===== src/rtl/rob_pkg.sv =====
// rob_pkg: shared sizes, FSM/scan enums and exception codes for the ROB commit reader
package rob_pkg;
  localparam int BANKS = 4;
  localparam int ROWS = 128;
  localparam int RW = $clog2(ROWS);
  localparam int BW = $clog2(BANKS);
  localparam int CW = $clog2(BANKS + 1);
  localparam int PRW = 8;
  localparam int EXW = 8;
  typedef enum logic [1:0] {RUN, EXC_WAIT, REDIRECT} state_e;
  typedef enum logic [1:0] {STOP_NONE, STOP_EXC, STOP_MISP} stop_e;
  localparam logic [EXW-1:0] EXC_INSN_MISALIGN = 8'h00;
  localparam logic [EXW-1:0] EXC_ILLEGAL_INSN = 8'h02;
  localparam logic [EXW-1:0] EXC_BREAKPOINT = 8'h03;
  localparam logic [EXW-1:0] EXC_LOAD_FAULT = 8'h05;
  localparam logic [EXW-1:0] EXC_STORE_FAULT = 8'h07;
  localparam logic [EXW-1:0] EXC_ECALL = 8'h0b;
endpackage


===== src/rtl/rob_commit_reader_if.sv =====
// rob_commit_reader_if: head-row read bus, retire outputs and CSR/front-end flush signals
interface rob_commit_reader_if;
  import rob_pkg::*;
  logic [RW-1:0] head_row;
  logic [BW-1:0] head_bank;
  logic [BANKS-1:0] rob_valid;
  logic [BANKS-1:0] rob_rdy;
  logic [BANKS-1:0] rob_has_exc;
  logic [BANKS*EXW-1:0] rob_exc_type;
  logic [BANKS-1:0] rob_mispred;
  logic [BANKS*32-1:0] rob_target;
  logic [BANKS*32-1:0] rob_pc;
  logic [BANKS-1:0] rob_is_store;
  logic [BANKS-1:0] rob_has_rd;
  logic [BANKS*5-1:0] rob_rd;
  logic [BANKS*PRW-1:0] rob_pd;
  logic [BANKS*PRW-1:0] rob_oldpd;
  logic store_stall;
  logic [BANKS-1:0] commit_mask;
  logic [CW-1:0] commit_cnt;
  logic [BANKS*PRW-1:0] free_oldpd;
  logic [BANKS-1:0] arat_wen;
  logic exc_req;
  logic [31:0] exc_pc;
  logic [EXW-1:0] exc_type;
  logic exc_ack;
  logic flush;
  logic [31:0] redirect_pc;
  modport master (
    output head_row, head_bank, commit_mask, commit_cnt, free_oldpd, arat_wen,
           exc_req, exc_pc, exc_type, flush, redirect_pc,
    input  rob_valid, rob_rdy, rob_has_exc, rob_exc_type, rob_mispred, rob_target,
           rob_pc, rob_is_store, rob_has_rd, rob_rd, rob_pd, rob_oldpd, store_stall, exc_ack
  );
  modport slave (
    input  head_row, head_bank, commit_mask, commit_cnt, free_oldpd, arat_wen,
           exc_req, exc_pc, exc_type, flush, redirect_pc,
    output rob_valid, rob_rdy, rob_has_exc, rob_exc_type, rob_mispred, rob_target,
           rob_pc, rob_is_store, rob_has_rd, rob_rd, rob_pd, rob_oldpd, store_stall, exc_ack
  );
endinterface


===== src/rtl/rob_commit_scan.sv =====
// rob_commit_scan: in-order priority scan of the head row from head_bank upward
module rob_commit_scan
  import rob_pkg::*;
(
  input  logic [BW-1:0]    head_bank_i,
  input  logic [BANKS-1:0] valid_i,
  input  logic [BANKS-1:0] rdy_i,
  input  logic [BANKS-1:0] has_exc_i,
  input  logic [BANKS-1:0] mispred_i,
  input  logic [BANKS-1:0] is_store_i,
  input  logic             store_stall_i,
  output logic [BANKS-1:0] mask_o,
  output stop_e            stop_o,
  output logic [BW-1:0]    stop_bank_o
);
  logic go;
  logic ok;
  // walk banks oldest-first; go drops at the first entry that cannot retire or ends the group
  always_comb begin
    mask_o = '0;
    stop_o = STOP_NONE;
    stop_bank_o = '0;
    go = 1'b1;
    ok = 1'b0;
    for (int b = 0; b < BANKS; b++) begin
      if (go && BW'(b) >= head_bank_i) begin
        ok = valid_i[b] & rdy_i[b];
        if (ok & has_exc_i[b]) begin
          stop_o = STOP_EXC;
          stop_bank_o = BW'(b);
          go = 1'b0;
        end else if (ok & ~(is_store_i[b] & store_stall_i)) begin
          mask_o[b] = 1'b1;
          stop_o = mispred_i[b] ? STOP_MISP : stop_o;
          stop_bank_o = mispred_i[b] ? BW'(b) : stop_bank_o;
          go = ~mispred_i[b];
        end else begin
          go = 1'b0;
        end
      end
    end
  end
endmodule


===== src/rtl/rob_commit_reader.sv =====
// rob_commit_reader: in-order ROB retire, head pointer, exception hand-off and mispredict flush
module rob_commit_reader
  import rob_pkg::*;
(
  input  logic clk,
  input  logic rst,
  rob_commit_reader_if.master bus
);
  state_e state_q;
  logic [RW-1:0] head_row_q, head_row_d;
  logic [BW-1:0] head_bank_q, head_bank_d;
  logic exc_req_q;
  logic [31:0] exc_pc_q;
  logic [EXW-1:0] exc_type_q;
  logic flush_q;
  logic [31:0] redirect_pc_q;
  logic [BANKS-1:0] scan_mask, mask;
  stop_e stop;
  logic [BW-1:0] stop_bank;
  logic [CW-1:0] cnt;
  logic [BW:0] bank_sum;
  logic [31:0] sel_pc, sel_target;
  logic [EXW-1:0] sel_type;
  rob_commit_scan u_scan (
    .head_bank_i  (head_bank_q),
    .valid_i      (bus.rob_valid),
    .rdy_i        (bus.rob_rdy),
    .has_exc_i    (bus.rob_has_exc),
    .mispred_i    (bus.rob_mispred),
    .is_store_i   (bus.rob_is_store),
    .store_stall_i(bus.store_stall),
    .mask_o       (scan_mask),
    .stop_o       (stop),
    .stop_bank_o  (stop_bank)
  );
  // retire outputs only in RUN and never while reset is held; select the stopping entry's payload
  always_comb begin
    mask = (rst && state_q == RUN) ? scan_mask : '0;
    cnt = '0;
    sel_pc = '0;
    sel_target = '0;
    sel_type = '0;
    bus.free_oldpd = '0;
    for (int b = 0; b < BANKS; b++) begin
      cnt = cnt + CW'(mask[b]);
      bus.free_oldpd[b*PRW +: PRW] = (mask[b] & bus.rob_has_rd[b]) ? bus.rob_oldpd[b*PRW +: PRW] : '0;
      sel_pc = (BW'(b) == stop_bank) ? bus.rob_pc[b*32 +: 32] : sel_pc;
      sel_target = (BW'(b) == stop_bank) ? bus.rob_target[b*32 +: 32] : sel_target;
      sel_type = (BW'(b) == stop_bank) ? bus.rob_exc_type[b*EXW +: EXW] : sel_type;
    end
    bus.commit_mask = mask;
    bus.commit_cnt = cnt;
    bus.arat_wen = mask & bus.rob_has_rd;
    bank_sum = {1'b0, head_bank_q} + (BW+1)'(cnt);
    head_bank_d = (bank_sum == (BW+1)'(BANKS)) ? '0 : bank_sum[BW-1:0];
    head_row_d = (bank_sum != (BW+1)'(BANKS)) ? head_row_q :
                 (head_row_q == RW'(ROWS-1)) ? '0 : head_row_q + 1'b1;
  end
  // FSM: retire in RUN, hold the exception until acked, emit a one-cycle flush that rewinds the head
  always_ff @(posedge clk) begin
    if (!rst) begin
      state_q <= RUN;
      head_row_q <= '0;
      head_bank_q <= '0;
      exc_req_q <= 1'b0;
      exc_pc_q <= '0;
      exc_type_q <= '0;
      flush_q <= 1'b0;
      redirect_pc_q <= '0;
    end else begin
      case (state_q)
        RUN: begin
          if (stop == STOP_MISP) begin
            state_q <= REDIRECT;
            flush_q <= 1'b1;
            redirect_pc_q <= sel_target;
            head_row_q <= '0;
            head_bank_q <= '0;
          end else begin
            head_row_q <= head_row_d;
            head_bank_q <= head_bank_d;
            if (stop == STOP_EXC) begin
              state_q <= EXC_WAIT;
              exc_req_q <= 1'b1;
              exc_pc_q <= sel_pc;
              exc_type_q <= sel_type;
            end
          end
        end
        EXC_WAIT: begin
          if (bus.exc_ack) begin
            state_q <= REDIRECT;
            exc_req_q <= 1'b0;
            flush_q <= 1'b1;
            redirect_pc_q <= '0;
            head_row_q <= '0;
            head_bank_q <= '0;
          end
        end
        default: begin
          state_q <= RUN;
          flush_q <= 1'b0;
        end
      endcase
    end
  end
  assign bus.head_row = head_row_q;
  assign bus.head_bank = head_bank_q;
  assign bus.exc_req = exc_req_q;
  assign bus.exc_pc = exc_pc_q;
  assign bus.exc_type = exc_type_q;
  assign bus.flush = flush_q;
  assign bus.redirect_pc = redirect_pc_q;
endmodule


===== src/flat_wrapper.sv =====
// flat-port wrapper written by rule: the top's interface ports become plain ports
module rob_commit_reader_flat import rob_pkg::*;
  (clk, rst, bus_head_row, bus_head_bank, bus_commit_mask, bus_commit_cnt, bus_free_oldpd, bus_arat_wen, bus_exc_req, bus_exc_pc, bus_exc_type, bus_flush, bus_redirect_pc, bus_rob_valid, bus_rob_rdy, bus_rob_has_exc, bus_rob_exc_type, bus_rob_mispred, bus_rob_target, bus_rob_pc, bus_rob_is_store, bus_rob_has_rd, bus_rob_rd, bus_rob_pd, bus_rob_oldpd, bus_store_stall, bus_exc_ack);
  rob_commit_reader_if bus_i ();
  input  logic clk;
  input  logic rst;
  output wire logic [$bits(bus_i.head_row)-1:0] bus_head_row;
  output wire logic [$bits(bus_i.head_bank)-1:0] bus_head_bank;
  output wire logic [$bits(bus_i.commit_mask)-1:0] bus_commit_mask;
  output wire logic [$bits(bus_i.commit_cnt)-1:0] bus_commit_cnt;
  output wire logic [$bits(bus_i.free_oldpd)-1:0] bus_free_oldpd;
  output wire logic [$bits(bus_i.arat_wen)-1:0] bus_arat_wen;
  output wire logic [$bits(bus_i.exc_req)-1:0] bus_exc_req;
  output wire logic [$bits(bus_i.exc_pc)-1:0] bus_exc_pc;
  output wire logic [$bits(bus_i.exc_type)-1:0] bus_exc_type;
  output wire logic [$bits(bus_i.flush)-1:0] bus_flush;
  output wire logic [$bits(bus_i.redirect_pc)-1:0] bus_redirect_pc;
  input wire logic [$bits(bus_i.rob_valid)-1:0] bus_rob_valid;
  input wire logic [$bits(bus_i.rob_rdy)-1:0] bus_rob_rdy;
  input wire logic [$bits(bus_i.rob_has_exc)-1:0] bus_rob_has_exc;
  input wire logic [$bits(bus_i.rob_exc_type)-1:0] bus_rob_exc_type;
  input wire logic [$bits(bus_i.rob_mispred)-1:0] bus_rob_mispred;
  input wire logic [$bits(bus_i.rob_target)-1:0] bus_rob_target;
  input wire logic [$bits(bus_i.rob_pc)-1:0] bus_rob_pc;
  input wire logic [$bits(bus_i.rob_is_store)-1:0] bus_rob_is_store;
  input wire logic [$bits(bus_i.rob_has_rd)-1:0] bus_rob_has_rd;
  input wire logic [$bits(bus_i.rob_rd)-1:0] bus_rob_rd;
  input wire logic [$bits(bus_i.rob_pd)-1:0] bus_rob_pd;
  input wire logic [$bits(bus_i.rob_oldpd)-1:0] bus_rob_oldpd;
  input wire logic [$bits(bus_i.store_stall)-1:0] bus_store_stall;
  input wire logic [$bits(bus_i.exc_ack)-1:0] bus_exc_ack;
  assign bus_head_row = bus_i.head_row;
  assign bus_head_bank = bus_i.head_bank;
  assign bus_commit_mask = bus_i.commit_mask;
  assign bus_commit_cnt = bus_i.commit_cnt;
  assign bus_free_oldpd = bus_i.free_oldpd;
  assign bus_arat_wen = bus_i.arat_wen;
  assign bus_exc_req = bus_i.exc_req;
  assign bus_exc_pc = bus_i.exc_pc;
  assign bus_exc_type = bus_i.exc_type;
  assign bus_flush = bus_i.flush;
  assign bus_redirect_pc = bus_i.redirect_pc;
  assign bus_i.rob_valid = bus_rob_valid;
  assign bus_i.rob_rdy = bus_rob_rdy;
  assign bus_i.rob_has_exc = bus_rob_has_exc;
  assign bus_i.rob_exc_type = bus_rob_exc_type;
  assign bus_i.rob_mispred = bus_rob_mispred;
  assign bus_i.rob_target = bus_rob_target;
  assign bus_i.rob_pc = bus_rob_pc;
  assign bus_i.rob_is_store = bus_rob_is_store;
  assign bus_i.rob_has_rd = bus_rob_has_rd;
  assign bus_i.rob_rd = bus_rob_rd;
  assign bus_i.rob_pd = bus_rob_pd;
  assign bus_i.rob_oldpd = bus_rob_oldpd;
  assign bus_i.store_stall = bus_store_stall;
  assign bus_i.exc_ack = bus_exc_ack;
  rob_commit_reader u_core (.clk(clk), .rst(rst), .bus(bus_i));
endmodule

===== config.mk =====
export PLATFORM = sky130hd
export DESIGN_NAME = rob_commit_reader_flat
export DESIGN_NICKNAME = d
export VERILOG_FILES = /design/src/rtl/rob_pkg.sv /design/src/rtl/rob_commit_reader_if.sv /design/src/rtl/rob_commit_scan.sv /design/src/rtl/rob_commit_reader.sv /design/src/flat_wrapper.sv
export SDC_FILE = /design/constraint.sdc
export NUM_CORES = 1
export LEC_CHECK = 0
export ABC_AREA = 1
export CORE_AREA = 5 5 199 201
export CTS_BUF_LIST = sky130_fd_sc_hd__clkbuf_4
export CTS_CLUSTER_DIAMETER = 120
export DETAILED_ROUTE_END_ITERATION = 10
export DIE_AREA = 0 0 204 206
export PLACE_DENSITY = 0.53
export SETUP_SLACK_MARGIN = 0.05
export SLEW_MARGIN = 5
export SYNTH_ARGS = -nofsm -noshare
export SYNTH_HDL_FRONTEND = slang
export SYNTH_SLANG_ARGS = --single-unit

===== constraint.sdc =====
create_clock -name clk -period 11.05 [get_ports clk]
set_clock_uncertainty 0.1 [all_clocks]
set_input_delay 2.7625 -clock clk [delete_from_list [all_inputs] [get_ports clk]]
set_output_delay 2.7625 -clock clk [all_outputs]
set_load 0.01 [all_outputs]

== After elaboration in Yosys (flattened, before gate mapping) ==
Index checks and enable logic that the tools add are counted.

* Add/sub/neg operators: 5
* Multipliers: 0
* Div/mod/pow operators: 0
* $lt $le $gt $ge: 4
* Eq/ne operators: 15
* Shift-type cells: 0
* Muxes and demuxes: 89
* Bitwise operators: 29
* Reductions and logical operators: 14

{| class="wikitable"
|+ Operators with widths
! cell !! count
|-
| 32-bit two-way mux || 10
|-
| 8-bit two-way mux || 8
|-
| 32-bit case mux with 2 select lines || 1
|-
| 2-bit two-way mux || 30
|-
| 1-bit two-way mux || 30
|-
| 7-bit two-way mux || 4
|-
| 1-bit bitwise AND || 20
|-
| 7-bit case mux with 2 select lines || 1
|-
| 3-bit inequality test (second input constant) || 3
|-
| 3-bit AND reduction || 3
|-
| 2-bit inequality test (second input constant) || 4
|-
| 1-bit inverter || 8
|-
| 2-bit case mux with 2 select lines || 2
|-
| 7-bit by 1-bit adder with 7-bit output (second input constant) || 1
|-
| 7-bit equality test (second input constant) || 1
|-
| 3-bit by 1-bit adder with 3-bit output || 2
|-
| 2-bit AND reduction || 3
|-
| 4-bit bitwise AND || 1
|-
| 2-bit by 1-bit equality test with 1-bit output (second input constant) || 2
|-
| 2-bit equality test (first input constant) || 2
|-
| 1-bit by 2-bit >= comparator with 1-bit output (first input constant) || 2
|-
| 2-bit >= comparator (first input constant) || 2
|-
| 1-bit logical AND || 4
|-
| 2-bit logical NOT || 2
|-
| other kinds (9) || 10
|}

* Register bits after elaboration: 85
* Latch bits: 0
* Memory bits (writable): 0
* Memory bits (read-only): 0
* Logic and storage cells: 164
* Memories: 0

== Depth between registers and ports, before layout ==
Gate-level depths: netlist (run 1).

* Depth after elaboration: 23
* Gate-level depth with buffers: 19
* Depth with buffers taken out: 18

== Modules after synthesis ==
Synthesis (run 1) repeated with hierarchy kept, for this count alone.

* Cells, all modules: 921
* Area total of the unflattened synthesis: 5544.1 um^2

{| class="wikitable"
|+ By module, submodules not included
! module !! instances !! cells an instance !! area each (um^2) !! seq. area each (um^2)
|-
| rob_commit_reader || 1 || 863 || 5208.7 || 1701.6
|-
| rob_commit_scan || 1 || 58 || 335.3 || 0.0
|}

== Worst setup path after synthesis (run 1) ==
OpenSTA, ideal clock, no wires.

* Path kind: input -> output
* From: in rst
* To: out bus_commit_cnt[1]
* Data arrival time: 4.843 ns
* Data required time: 8.188 ns
* Slack: 3.345 ns
* Cell stages on the path: 8
* Buffers on the path: 1
* Cell sequence: buf_2 -> inv_2 -> nor2_1 -> inv_1 -> nor4_1 -> ha_1 -> fa_1 -> ha_1

* Word-level cells in the longest chain between the ends: 5

{| class="wikitable"
|+ RTL lines
! what !! RTL line !! source
|-
| from (decl) || flat_wrapper.sv:6 || <nowiki>input logic rst;</nowiki>
|-
| 1-bit logical AND || rob_commit_reader.sv:38 || <nowiki>mask = (rst && state_q == RUN) ? scan_mask : '0;</nowiki>
|-
| 4-bit two-way mux || rob_commit_reader.sv:38 ||
|-
| named net bus_commit_mask[1] || flat_wrapper.sv:9 || <nowiki>output wire logic [$bits(bus_i.commit_mask)-1:0] bus_commit_mask;</nowiki>
|-
| 1-bit by 1-bit adder with 2-bit output || rob_commit_reader.sv:45 || <nowiki>cnt = cnt + CW'(mask[b]);</nowiki>
|-
| 3-bit by 1-bit adder with 3-bit output (2 in series) || rob_commit_reader.sv:45 ||
|-
| to (decl) || flat_wrapper.sv:10 || <nowiki>output wire logic [$bits(bus_i.commit_cnt)-1:0] bus_commit_cnt;</nowiki>
|}

The timed path passes the listed nets, and every way through them passes these cells.

== Final worst setup path (run 1) ==
* From: in rst
* To: out bus_commit_cnt[1]

* Word-level cells in the longest chain between the ends: 5

{| class="wikitable"
|+ RTL lines
! what !! RTL line
|-
| 1-bit logical AND * || rob_commit_reader.sv:38
|-
| 4-bit two-way mux * || rob_commit_reader.sv:38
|-
| 1-bit by 1-bit adder with 2-bit output || rob_commit_reader.sv:45
|-
| 3-bit by 1-bit adder with 3-bit output || rob_commit_reader.sv:45
|-
| 3-bit by 1-bit adder with 3-bit output * || rob_commit_reader.sv:45
|}

Mark *: on every way between the ends. The rest lies on a longest branch, timed or not.

==> qor.txt, run 1 <==
Final GP Congestion -> 0.8478
hold wc startpoint -> u_core.bus.redirect_pc[3]
vias after detailed routing -> 8063
critical path capture point type -> output port
number of I/O port buffers -> 473
antenna-violating nets left -> 0
Clock Tree Buf Depth -> 2
Seq cells post-synth -> 85
area share of the largest cell type after synthesis -> 28.40%
slew at the pin closest to its max-slew limit -> 1.100 ns
CP Launch Type -> input pin
DRT Pass-1 Iters -> 6
Hold WC Path Type -> register to register
initial antenna violation count -> 4
Final Setup Violations -> 0
status -> finished, final reports clean
Warnings, synthesis -> 0
residual DRC count -> 0
number of max-cap violations -> 0
Overflow after GRT -> 0
vias in the first global route -> 8395
# rows -> 71
insertion delay to the later sink of the worst-skew pair -> 0.50 ns
highest metal used -> met4
Resized cells post-CTS -> 0
CP max FO -> 37
RSZ-0062 raised after global routing -> no
FMAX -> 111.9 MHz
largest net degree at the start of global routing -> 67
Die Ht -> 206 um
via/cell ratio -> 4.013
clock-pin slew on the worst setup and hold paths -> 0.13 ns
commonest cells after routing, fill and taps aside -> clkdlybuf4s50_1, nand2_1, nor2_1, inv_1, dfxtp_1
Initial Util -> 16.02%
Crit Reg-Reg Startpoint -> u_core.state_q[0]
Syn Area/Cell -> 5.712 sq um
Max H-tree Level -> 3
Yosys top cell by area -> dfxtp_1
Synth Instances -> 1049
first-pass GRT wire length -> 47840 um
Hold-fix buffers, CTS -> 0
Setup TNS Final -> 0 ns
final-stage net count -> 1897
metal2 WL -> 15250 um
relative slew slack -> 26.68%
Syn Nets -> 1458
Top-Level Pins -> 526
Core Region -> 0.03740 sq mm
synth unique cells -> 34
die width -> 204 um
initial drt markers -> 295
Seq/Total Area, Yosys -> 28.40%
Fin. Hold Viols -> 0
top cells by area, synth -> dfxtp_1, nand2_1, nor2_1
Leak -> 4.505 nW
Critical Path Source -> rst
Hold Slack -> 0.3761 ns
most common cell after layout, fill and taps aside -> clkdlybuf4s50_1
die area -> 0.04202 sq mm
Req. time, crit path -> 8.19 ns
fin. max-slew vios -> 0
dpl hpwl -> 25300 um
mapped cell area -> 0.005992 sq mm
Tot GR Track Use -> 14.75%
layout cell share with drive strength beyond 1 -> 4.622%
overall routed net length -> 32060 um
met3 WL -> 2941 um
Peak supply drop -> 0.04266 mV
CTS buffer count -> 9
setup bufs post-CTS -> 0
minimum clock period -> 8.933 ns
Clock Sinks -> 85
CP Class -> input pin to output port
crit path DAT -> 6.07 ns
pwr dens -> 69.70 mW/mm^2
CTS Root Cell -> clkbuf_4
CTS tree -> yes
WL met1 -> 13020 um
Routed WL per cell -> 15.96 um
Final period util -> 80.84%
Area growth, synth to finish -> 89.18%
per-layer routing:
layer | global-route usage, % | vias up
met5 | 0 | -
met4 | 4.762 | 0
met3 | 5.790 | 39
met2 | 25.88 | 340
met1 | 16.45 | 3541
li1 | - | 4143
cell type report:
class / count / area [sq um]
Timing Repair Buffer: 479 / 4780
Inverter: 135 / 506.7
Multi-Input combinational cell: 778 / 3557
Tap cell: 511 / 639.4
Sequential cell: 85 / 1702
Antenna cell: 5 / 12.51
Clock buffer: 10 / 75.07
Fill cell: 4176 / 26060
Clock inverter: 6 / 63.81
per-stage QoR:
step / cells / total power, mW / instance area, sq um / worst slack (ns) / utilization (%)
detailed placement: 1988 / 0.6032 / 11180 / 2.088 / 29.91
global route: 2009 / 0.8472 / 11340 / 1.912 / 30.31
floorplan: 1049 / 0.4188 / 5992 / 3.345 / -
global placement: 1988 / 0.6022 / 11180 / 2.109 / 29.91
CTS: 2004 / 0.8128 / 11320 / 2.058 / 30.28
finish: 2009 / 0.7901 / 11340 / 2.117 / 30.31
synth_stat cells, drive strengths merged:
cell / number
nand2: 278
o21ai: 48
or2: 26
o211ai: 7
nand3b: 25
ha: 7
nand3: 35
nand4: 36
o22ai: 2
a211oi: 1
buf: 25
and3: 3
xnor2: 1
nor4: 3
a31oi: 9
fa: 2
nor2: 255
a21oi: 34
inv: 135
clkbuf: 26
dfxtp: 85
nor3: 6
path summary, 6_finish.rpt:
path	to	slack, ns	cells after the start
setup / recovery	bus_commit_cnt[1]	2.12	10
hold / removal	u_core.bus.redirect_pc[3]	0.38	2
setup reg to reg	u_core.bus.head_row[5]	6.92	15
hold reg to reg	u_core.bus.redirect_pc[3]	0.38	2
sequential cells by signal, summed over array words and instances, names as in the netlist:
signal                  flops
u_core.bus.redirect_pc     32
u_core.bus.head_row         7
u_core.bus.head_bank        2
u_core.bus.exc_req          1
u_core.state_q              2
u_core.bus.exc_type         8
u_core.bus.exc_pc          32
u_core.bus.flush            1
worst max-delay path, cell delays in order:
cell and delay (ns):
clkdlybuf4s50_1 0.46, buf_4 0.36, inv_2 0.06, nor2_1 0.10
inv_1 0.09, nor4_1 0.55, ha_1 0.36, fa_1 0.40
ha_1 0.33, clkdlybuf4s50_1 0.56
logic make-up after synthesis:
family,Yosys count,share of synthesized area (%)
xor+xnor,1,0.1462
flops,85,28.40
buf+inv,186,12.42
fa+ha+maj,9,2.130
simple gates,667,47.78
compound gates,101,9.125
power breakdown:
group	switching [mW]	total, mW	internal, mW
clock network	0.126	0.196	0.0709
registers	0.00923	0.331	0.322
logic	0.102	0.263	0.161
total	0.237	0.790	0.553
Note: power is estimated with default switching activity, not from simulation.
==> inputs of run 2 (changes only) <==
- CORE_AREA: 5 5 199 201 -> 5 5 202 204
- DIE_AREA: 0 0 204 206 -> 0 0 207 209
- clock period: 11.05 -> 7.7 ns (I/O delays scaled with it)
==> run 2 against run 1 <==
Register-to-register slack got worse by 3.4 ns. Routed wire length decreased by 4.9%. Clock power increased by 66%. Flip-flop and latch count unchanged. Global-route usage decreased by 1.1 points. Cell count increased by 0.80%. Non-clock buffer count increased by 3. Via count about the same. Die area increased by 2.9%. Critical endpoint unchanged. Sequential share of layout area decreased by 0.086 points.
==> qor.txt, run 2 (synthesis results as in run 1) <==
status -> finished, final reports clean
Area growth, synth to finish -> 90.27%
Max H-tree Level -> 3 (unchanged)
Critical R2R Capture -> u_core.bus.head_row[5]
DRT Pass-1 Iters -> 4 (-2)
Hold WC Path Type -> register to register
Hold Slack -> 0.3758 ns (-0.0003220 ns)
CP max FO -> 5 (-86%)
Cells after DPL -> 2005 (+0.86%)
final cell count without fillers -> 2025 (+0.80%)
Final Setup Violations -> 0 (unchanged)
Clock Sinks -> 85 (unchanged)
antenna-violating nets left -> 0 (unchanged)
Req. time, crit path -> 5.68 ns (-2.51 ns)
Routed WL per cell -> 15.06 um (-5.6%)
GR Util met1 -> 16.55% (+0.098 points)
first-pass GRT wire length -> 46830 um (-2.1%)
Setup TNS Final -> 0 ns (unchanged)
Final period util -> 90.89%
largest net degree at the start of global routing -> 55 (-18%)
WHS Endpoint -> u_core.bus.flush
vias after detailed routing -> 8062 (-0.012%)
CP max stage delay -> 0.56 ns (about the same)
most common cell after layout, fill and taps aside -> clkdlybuf4s50_1
layout cell share with drive strength beyond 1 -> 4.746% (+0.12 points)
busiest grt layer -> met2
grt met3 use -> 4.789% (-1.0 points)
FILL cells -> 4435 (+6.2%)
CTS buffer count -> 9 (unchanged)
relative slew slack -> 28.21% (+1.5 points)
Overflow after GRT -> 0 (unchanged)
RSZ-0062 raised after global routing -> no
FF-to-FF path depth -> 15 (unchanged)
# rows -> 73 (+2.8%)
Leak -> 4.528 nW (+0.51%)
CP Class -> input pin to output port
Final GP Congestion -> 0.9166 (+8.1%)
Core Region -> 0.03909 sq mm (+4.5%)
final-stage net count -> 1900 (+0.16%)
Peak supply drop -> 0.06352 mV (+49%)
CTS Root Cell -> clkbuf_4
number of max-cap violations -> 0 (unchanged)
switching power share of the total -> 29.20% (-0.77 points)
number of I/O port buffers -> 473 (unchanged)
Top-Level Pins -> 526 (unchanged)
overall routed net length -> 30490 um (-4.9%)
setup bufs post-CTS -> 0 (unchanged)
Sequential Power Share -> 40.3% (-1.6 points)
clock power share -> 27.7% (+2.8 points)
initial antenna violation count -> 2 (-2)
Cell Chain, Critical Path -> clkdlybuf4s50_1 -> nand2_1 -> nand4_1 -> nand2_2 -> nand2_1 -> nor4_1 -> ha_1 -> fa_1 -> ha_1 -> clkdlybuf4s50_1
dpl hpwl -> 24330 um (-3.8%)
Die Ht -> 209 um (+1.5%)
CTS tree -> yes
commonest cells after routing, fill and taps aside -> clkdlybuf4s50_1, nand2_1, nor2_1, inv_1, dfxtp_1
internal power -> 833.0 uW (+51%)
die area -> 0.04326 sq mm (+2.9%)
Clock Tree Buf Depth -> 2 (unchanged)
Fin. Hold Viols -> 0 (unchanged)
crit path max-delay cell type -> clkdlybuf4s50_1
Net Switching -> 343.5 uW (+45%)
FMAX -> 142.9 MHz
insertion delay to the later sink of the worst-skew pair -> 0.52 ns (+0.02 ns)
slew at the pin closest to its max-slew limit -> 1.076 ns (-0.02420 ns)
via/cell ratio -> 3.981 (-0.80%)
Tot GR Track Use -> 13.61% (-1.1 points)
vias in the first global route -> 8246 (-1.8%)
die width -> 207 um (+1.5%)
hold wc startpoint -> u_core.bus.flush
Comb pwr share -> 32.0% (-1.2 points)
CP Launch Type -> input pin
pwr dens -> 103.2 mW/mm^2 (+48%)
Resized cells post-CTS -> 0 (unchanged)
critical path capture point type -> output port
fin. max-slew vios -> 0 (unchanged)
r2r setup slk -> 3.52 ns (-3.40 ns)
initial drt markers -> 455 (+54%)
crit path DAT -> 4.97 ns (-1.10 ns)
Crit Reg-Reg Startpoint -> u_core.state_q[0]
hold path cells -> 2 (unchanged)
Hold-fix buffers, CTS -> 0 (unchanged)
minimum clock period -> 6.998 ns
met2 GRT Util -> 22.90% (-3.0 points)
clock-pin slew on the worst setup and hold paths -> 0.13 ns (about the same)
Initial Util -> 15.33% (-0.69 points)
residual DRC count -> 0 (unchanged)
## run 2: changes by cell type in the layout (fill, tap and decap cells not counted)
cell / previous run / this run
diode_2: 5 / 4
buf_4: 6 / 9
clkinv_1: 0 / 1
inv_2: 10 / 9
bufinv_16: 1 / 2
clkinv_2: 2 / 0
clkinv_4: 1 / 0
clkbuf_4: 10 / 11
inv_6: 0 / 1
## run 2: final cells by class
cell class	instances	area, sq um	share of cell area, %
repair buffers	482	4802	42.12
multi-input cells	778	3557	31.20
flip-flops and latches	85	1702	14.93
well taps	525	656.9	5.762
inverters	135	506.7	4.445
clock inverters	5	83.83	0.7353
clock buffers	11	82.58	0.7243
diodes	4	10.01	0.08780
## run 2: power by group through the flow
stage          logic (mW)  registers [mW]  clock network [mW]
6_report            0.377           0.474               0.326
5_1_grt             0.411           0.477               0.367
4_1_cts             0.382           0.474               0.352
3_5_place_dp        0.380           0.483                   0
3_3_place_gp        0.379           0.482                   0
2_1_floorplan       0.109           0.492                   0
## run 2: per-layer routing
layer | up-vias | routed length, um
met2 | 309 | 14380
met5 | - | 0
met1 | 3576 | 13200
li1 | 4154 | -
met4 | 0 | 539
met3 | 23 | 2375
## run 2: stage by stage
stage	utilization [%]	cell area [sq um]	power (mW)	setup slack (ns)
after detailed placement	28.71	11220	0.8628	0.6874
after CTS	29.14	11390	1.208	0.6751
after global placement	28.71	11220	0.8614	0.7204
final	29.16	11400	1.176	0.7017
after floorplan	-	5992	0.6010	1.670
after global routing	29.15	11400	1.255	0.4533
## run 2: how the worst max path moves through the flow
stage	endpoint	startpoint	cells past startpoint
detailed placement	bus_commit_cnt[1]	bus_store_stall	10
global placement	bus_commit_cnt[1]	bus_store_stall	10
finish	bus_commit_cnt[1]	bus_store_stall	10
floorplan	bus_commit_cnt[1]	rst	8
CTS	bus_commit_cnt[1]	bus_store_stall	10
global route	bus_commit_cnt[1]	bus_store_stall	10
## run 2: worst max-delay path, delay by kind of cell
kind	cells	cell delay, ns
adders and majority gates	3	1.10
buffers and inverters	2	1.07
and+or+nand+nor	5	0.88
